## src/rtl/alu_pkg.sv

```systemverilog
// Shared opcode constants and FSM state type for the
// shared 4-bit ALU and its two-requester arbiter.
package alu_pkg;

    localparam logic [2:0] OP_ADD  = 3'b000;
    localparam logic [2:0] OP_SUB  = 3'b001;
    localparam logic [2:0] OP_XOR  = 3'b010;
    localparam logic [2:0] OP_AND  = 3'b011;
    localparam logic [2:0] OP_OR   = 3'b100;
    localparam logic [2:0] OP_XNOR = 3'b101;
    localparam logic [2:0] OP_SHL  = 3'b110;
    localparam logic [2:0] OP_SHR  = 3'b111;

    typedef enum logic [1:0] {
        IDLE = 2'd0,
        EXEC = 2'd1,
        RESP = 2'd2
    } state_e;

endpackage

```

## src/rtl/alu.sv

```systemverilog
// Shared 4-bit combinational ALU; every result is
// truncated to 4 bits (shifts by 4 or more give zero).
module alu
    import alu_pkg::*;
(
    input  logic [3:0] a_i,
    input  logic [3:0] b_i,
    input  logic [2:0] op_i,
    output logic [3:0] y_o
);

    // Opcode decode into a 4-bit result.
    always_comb begin
        y_o = '0;
        unique case (op_i)
            OP_ADD:  y_o = a_i + b_i;
            OP_SUB:  y_o = a_i - b_i;
            OP_XOR:  y_o = a_i ^ b_i;
            OP_AND:  y_o = a_i & b_i;
            OP_OR:   y_o = a_i | b_i;
            OP_XNOR: y_o = ~(a_i ^ b_i);
            OP_SHL:  y_o = a_i << b_i;
            OP_SHR:  y_o = a_i >> b_i;
            default: y_o = '0;
        endcase
    end

endmodule

```

## src/rtl/alu_arbiter.sv

```systemverilog
// Round-robin sharing of one ALU between two requesters,
// with registered operands and a single tagged response.
module alu_arbiter
    import alu_pkg::*;
#(
    parameter int unsigned CNT_W = 8
) (
    input  logic             clk,
    input  logic             rst_n,
    input  logic             req0_valid,
    output logic             req0_ready,
    input  logic [3:0]       req0_a,
    input  logic [3:0]       req0_b,
    input  logic [2:0]       req0_op,
    input  logic             req1_valid,
    output logic             req1_ready,
    input  logic [3:0]       req1_a,
    input  logic [3:0]       req1_b,
    input  logic [2:0]       req1_op,
    output logic             rsp_valid,
    input  logic             rsp_ready,
    output logic             rsp_id,
    output logic [3:0]       rsp_y,
    output logic             busy,
    output logic [CNT_W-1:0] op_count
);

    state_e           state_q, state_d;
    logic             prio_q, prio_d;
    logic [3:0]       a_q, a_d;
    logic [3:0]       b_q, b_d;
    logic [2:0]       op_q, op_d;
    logic             id_q, id_d;
    logic             rsp_valid_q, rsp_valid_d;
    logic             rsp_id_q, rsp_id_d;
    logic [3:0]       rsp_y_q, rsp_y_d;
    logic [CNT_W-1:0] cnt_q, cnt_d;

    logic       idle;
    logic       grant0;
    logic       grant1;
    logic [3:0] alu_y;

    // A lone valid wins; on contention the pointer decides.
    always_comb begin
        idle   = (state_q == IDLE);
        grant0 = req0_valid & (~req1_valid | ~prio_q);
        grant1 = req1_valid & (~req0_valid | prio_q);
    end

    assign req0_ready = rst_n & idle & grant0;
    assign req1_ready = rst_n & idle & grant1;
    assign rsp_valid  = rsp_valid_q;
    assign rsp_id     = rsp_id_q;
    assign rsp_y      = rsp_y_q;
    assign busy       = ~idle;
    assign op_count   = cnt_q;

    alu u_alu (
        .a_i  (a_q),
        .b_i  (b_q),
        .op_i (op_q),
        .y_o  (alu_y)
    );

    // Next-state: accept, execute, then hold the response.
    always_comb begin
        state_d     = state_q;
        prio_d      = prio_q;
        a_d         = a_q;
        b_d         = b_q;
        op_d        = op_q;
        id_d        = id_q;
        rsp_valid_d = rsp_valid_q;
        rsp_id_d    = rsp_id_q;
        rsp_y_d     = rsp_y_q;
        cnt_d       = cnt_q;
        unique case (state_q)
            IDLE: begin
                if (grant0 | grant1) begin
                    a_d     = grant1 ? req1_a : req0_a;
                    b_d     = grant1 ? req1_b : req0_b;
                    op_d    = grant1 ? req1_op : req0_op;
                    id_d    = grant1;
                    state_d = EXEC;
                end
            end
            EXEC: begin
                rsp_y_d     = alu_y;
                rsp_id_d    = id_q;
                rsp_valid_d = 1'b1;
                state_d     = RESP;
            end
            RESP: begin
                if (rsp_valid_q && rsp_ready) begin
                    rsp_valid_d = 1'b0;
                    cnt_d       = cnt_q + CNT_W'(1);
                    prio_d      = ~rsp_id_q;
                    state_d     = IDLE;
                end
            end
            default: state_d = IDLE;
        endcase
    end

    // State and datapath registers; reset drops any op in flight.
    always_ff @(posedge clk or negedge rst_n) begin
        if (!rst_n) begin
            state_q     <= IDLE;
            prio_q      <= 1'b0;
            a_q         <= '0;
            b_q         <= '0;
            op_q        <= '0;
            id_q        <= 1'b0;
            rsp_valid_q <= 1'b0;
            rsp_id_q    <= 1'b0;
            rsp_y_q     <= '0;
            cnt_q       <= '0;
        end else begin
            state_q     <= state_d;
            prio_q      <= prio_d;
            a_q         <= a_d;
            b_q         <= b_d;
            op_q        <= op_d;
            id_q        <= id_d;
            rsp_valid_q <= rsp_valid_d;
            rsp_id_q    <= rsp_id_d;
            rsp_y_q     <= rsp_y_d;
            cnt_q       <= cnt_d;
        end
    end

endmodule

```

## config.mk

```make
export PLATFORM = sky130hd
export DESIGN_NAME = alu_arbiter
export DESIGN_NICKNAME = d
export VERILOG_FILES = /design/src/rtl/alu_pkg.sv /design/src/rtl/alu.sv /design/src/rtl/alu_arbiter.sv
export SDC_FILE = /design/constraint.sdc
export NUM_CORES = 1
export LEC_CHECK = 0
export CAP_MARGIN = 20
export CELL_PAD_IN_SITES_DETAIL_PLACEMENT = 0
export CELL_PAD_IN_SITES_GLOBAL_PLACEMENT = 1
export CORE_ASPECT_RATIO = 0.6
export CORE_MARGIN = 5
export CORE_UTILIZATION = 36
export DETAILED_ROUTE_END_ITERATION = 8
export GPL_TIMING_DRIVEN = 0
export HOLD_SLACK_MARGIN = 0.02
export PLACE_DENSITY = 0.84
export SLEW_MARGIN = 0
export SYNTH_ARGS = -nofsm -noshare
export SYNTH_HDL_FRONTEND = slang
export SYNTH_SLANG_ARGS = --single-unit
```

## constraint.sdc

```tcl
create_clock -name clk -period 6.58 [get_ports clk]
set_clock_uncertainty 0.1 [all_clocks]
set_input_delay 0.658 -clock clk [delete_from_list [all_inputs] [get_ports clk]]
set_output_delay 0.658 -clock clk [all_outputs]
set_load 0.02 [all_outputs]
```

==> results.json <==
{
  "cp.depth": 5,
  "fmax_mhz": 290,
  "dpl_worst_slack_ps": 3080,
  "status": "finished clean",
  "die-area_sq_mm": 0.00702,
  "syn_area_per_cell_sq_um": 9.35,
  "crit_family": "buffers and inverters",
  "slowest_delay_ps": 860,
  "die_h_microns": 66.9,
  "postCtsSetupBuffers": 0,
  "synth_ff_type": "dfrtp_1",
  "synth_top_area_cell": "dfrtp_1",
  "row_count": 20,
  "drtAntennaViolNets": 0,
  "synth_edf_count": 0,
  "whs_ps": 373,
  "yosysWarnings": 0,
  "p_per_area_mw_per_mm2": 471,
  "syn-instance-count": 208,
  "hold_viol": 0,
  "crit_required_ps": 5820,
  "holdBufCountCts": 0,
  "cts-root-buf": "clkbuf_8",
  "antenna_found_initial": 0,
  "ios": 44,
  "ys_top_cells_by_area": "dfrtp_1 (37%), mux2i_1 (9.3%), ha_1 (9.0%)",
  "hold_path_startpoint": "op_count[7]",
  "postLayoutCoreUtil": 0.502,
  "cts_made_buffers": 5,
  "synth.top_cell.area_share": 0.373,
  "cts_tree": "yes",
  "dr_wl_met3_microns": 427,
  "grt_pass1_wl_microns": 7890,
  "fillers": 505,
  "clkTransAtPathRegs_ps": 70,
  "cpMostUsedCell": "clkdlybuf4s50_1",
  "wirelength_microns": 4690,
  "clock_sinks": 29,
  "viasPerCell": 4.98,
  "startpoint": "rst_n",
  "slew_viol_final": 0,
  "worst-path-buf-inv": 3,
  "gp_congestion": 0.878,
  "critPathKind": "in2out",
  "syn_area_sq_mm": 0.00194,
  "peakVddDrop_mv": 0.142,
  "diodes": 0,
  "hpwl_microns": 3760,
  "route.top_layer_used": "met4",
  "period_share": 0.524,
  "ys_ff_latch": 29,
  "grt_use_total": 0.143,
  "clock_latency_ps": 280,
  "port_buffers": 43,
  "initialDrtViolationCount": 114,
  "hold_path_class": "reg2reg",
  "syn2layout_area_growth_pct": 33.0,
  "ys_types": 43,
  "wire_per_inst_microns": 14.4,
  "drive_above_1_share": 0.123,
  "crit_path_top_delay_cell": "clkdlybuf4s50_1",
  "via_count": 1625,
  "leakagePower_nw": 1.19,
  "drc": 0,
  "clockBufferDepth": 2,
  "finalNonFillerCells": 326,
  "first_global_vias": 1570,
  "rsz0062_at_grt": "no",
  "dp_cells": 318,
  "arrival_ps": 2690,
  "cp_max_fo": 19,
  "reg2regPathDepth": 9,
  "worst_slew_pin_slew_ps": 611,
  "synth-seq-area-share": 0.373,
  "end_kind": "primary output",
  "hold_depth": 1,
  "firstDrtPassIters": 4,
  "async_flop_share": 1.00,
  "wl_met2_microns": 1690,
  "htree_levels": 2,
  "regToRegStartpoint": "b_q[1]",
  "slew_headroom": 0.591,
  "final_nets": 301,
  "finalSetupViolCount": 0,
  "final.setup.tns_ps": 0,
  "period_needed_ps": 3450,
  "grt_start_max_net_pins": 20,
  "core_area_sq_mm": 0.00515,
  "die_x_microns": 105,
  "globalRouteOverflowTotal": 0,
  "drv_cap": 0,
  "m1WireLength_microns": 2540,
  "syn_nets": 250,
  "finalWorstSetupSlack_ps": 3130,
  "floorplan.initialDensity": 0.377,
  "start_kind": "input port",
  "crit_chain": "clkdlybuf4s50_1 -> buf_16 -> nand2_1 -> a211oi_1 -> clkdlybuf4s50_1",
  "ctsResizeCount": 0
}
## worst register-to-register path, stage by stage, from the launching register on
cell and delay [ps]:
dfrtp_1 370, buf_2 250, inv_2 100, ha_1 270, mux2i_1 290, ha_1 300
a21o_1 170, a21oi_1 170, xnor2_1 80, o221a_1 200
## power breakdown
group	switching [mW]	internal (mW)	leakage, nW
Sequential	0.0870	0.253	0.345
Combinational	0.387	0.328	0.794
Clock	0.0709	0.0944	0.0542
## synth_stat cells, types with 3 or more instances
cell type	count
ha_1	14
a21oi_1	20
a21o_1	4
dfrtp_1	29
nand4_1	4
nand2_1	15
inv_1	11
xor2_1	5
inv_2	4
nor3_1	3
mux2i_1	18
o21ai_0	6
o22ai_1	5
buf_2	7
xnor2_1	7
nor2_1	20
nand3_1	4
## state kept, by name, indices dropped and copies added, names as in the netlist
name	flops
rsp_id	1
rsp_y	4
id_q	1
a_q	4
op_count	8
prio_q	1
state_q	2
b_q	4
rsp_valid	1
op_q	3
## cell type report
class | instances | area (sq um) | area share
clock buffers | 7 | 96.3 | 0.0373
multi-input cells | 154 | 1100 | 0.426
repair buffers | 44 | 458 | 0.177
flip-flops and latches | 29 | 726 | 0.281
inverters | 15 | 56.3 | 0.0218
plain buffers | 10 | 61.3 | 0.0237
clock inverters | 1 | 5.00 | 0.00194
well taps | 66 | 82.6 | 0.0319
## placed cells by master, fill, tap and decap left out, drive strengths merged, types with 2 or more instances in the layout
cell            n
a311oi          2
o22ai           5
o21ai           9
nor2           22
dfrtp          29
buf            11
and2b           2
ha             14
nor3b           2
nand2          15
mux2i          18
a22oi           2
xnor2           7
nand4           4
clkbuf          7
xor2            5
inv            15
clkdlybuf4s50  43
a21o            4
a21oi          20
nor3            4
nand3           4
## metrics by stage
stage / cell area, sq um / power (mW)
floorplan: 1940 / 0.836
global placement: 2460 / 1.04
detailed placement: 2480 / 1.05
CTS: 2590 / 1.23
global route: 2590 / 1.34
finish: 2590 / 1.22
## routing by layer
| layer | GRT usage | up-vias |
|---|---|---|
| met3 | 0.0513 | 4 |
| met4 | 0.0335 | 0 |
| met5 | 0 | - |
| met2 | 0.181 | 59 |
| met1 | 0.220 | 731 |
| li1 | - | 831 |
## cells by family after synthesis
kind of cell / synth area share
xor+xnor: 0.0541
simple gates: 0.149
mux: 0.0985
flops: 0.373
fa+ha+maj: 0.100
buf+inv: 0.0605
compound gates: 0.165
## path summary, 6_finish.rpt
kind | to | slack, ps
max | req0_ready | 3130
min | op_count[7] | 370
max reg2reg | rsp_y[3] | 4190
min reg2reg | op_count[7] | 370
max in group asynchronous | op_count[3] | 5220
min in group asynchronous | id_q | 660
(Power assumes the default switching activity.)
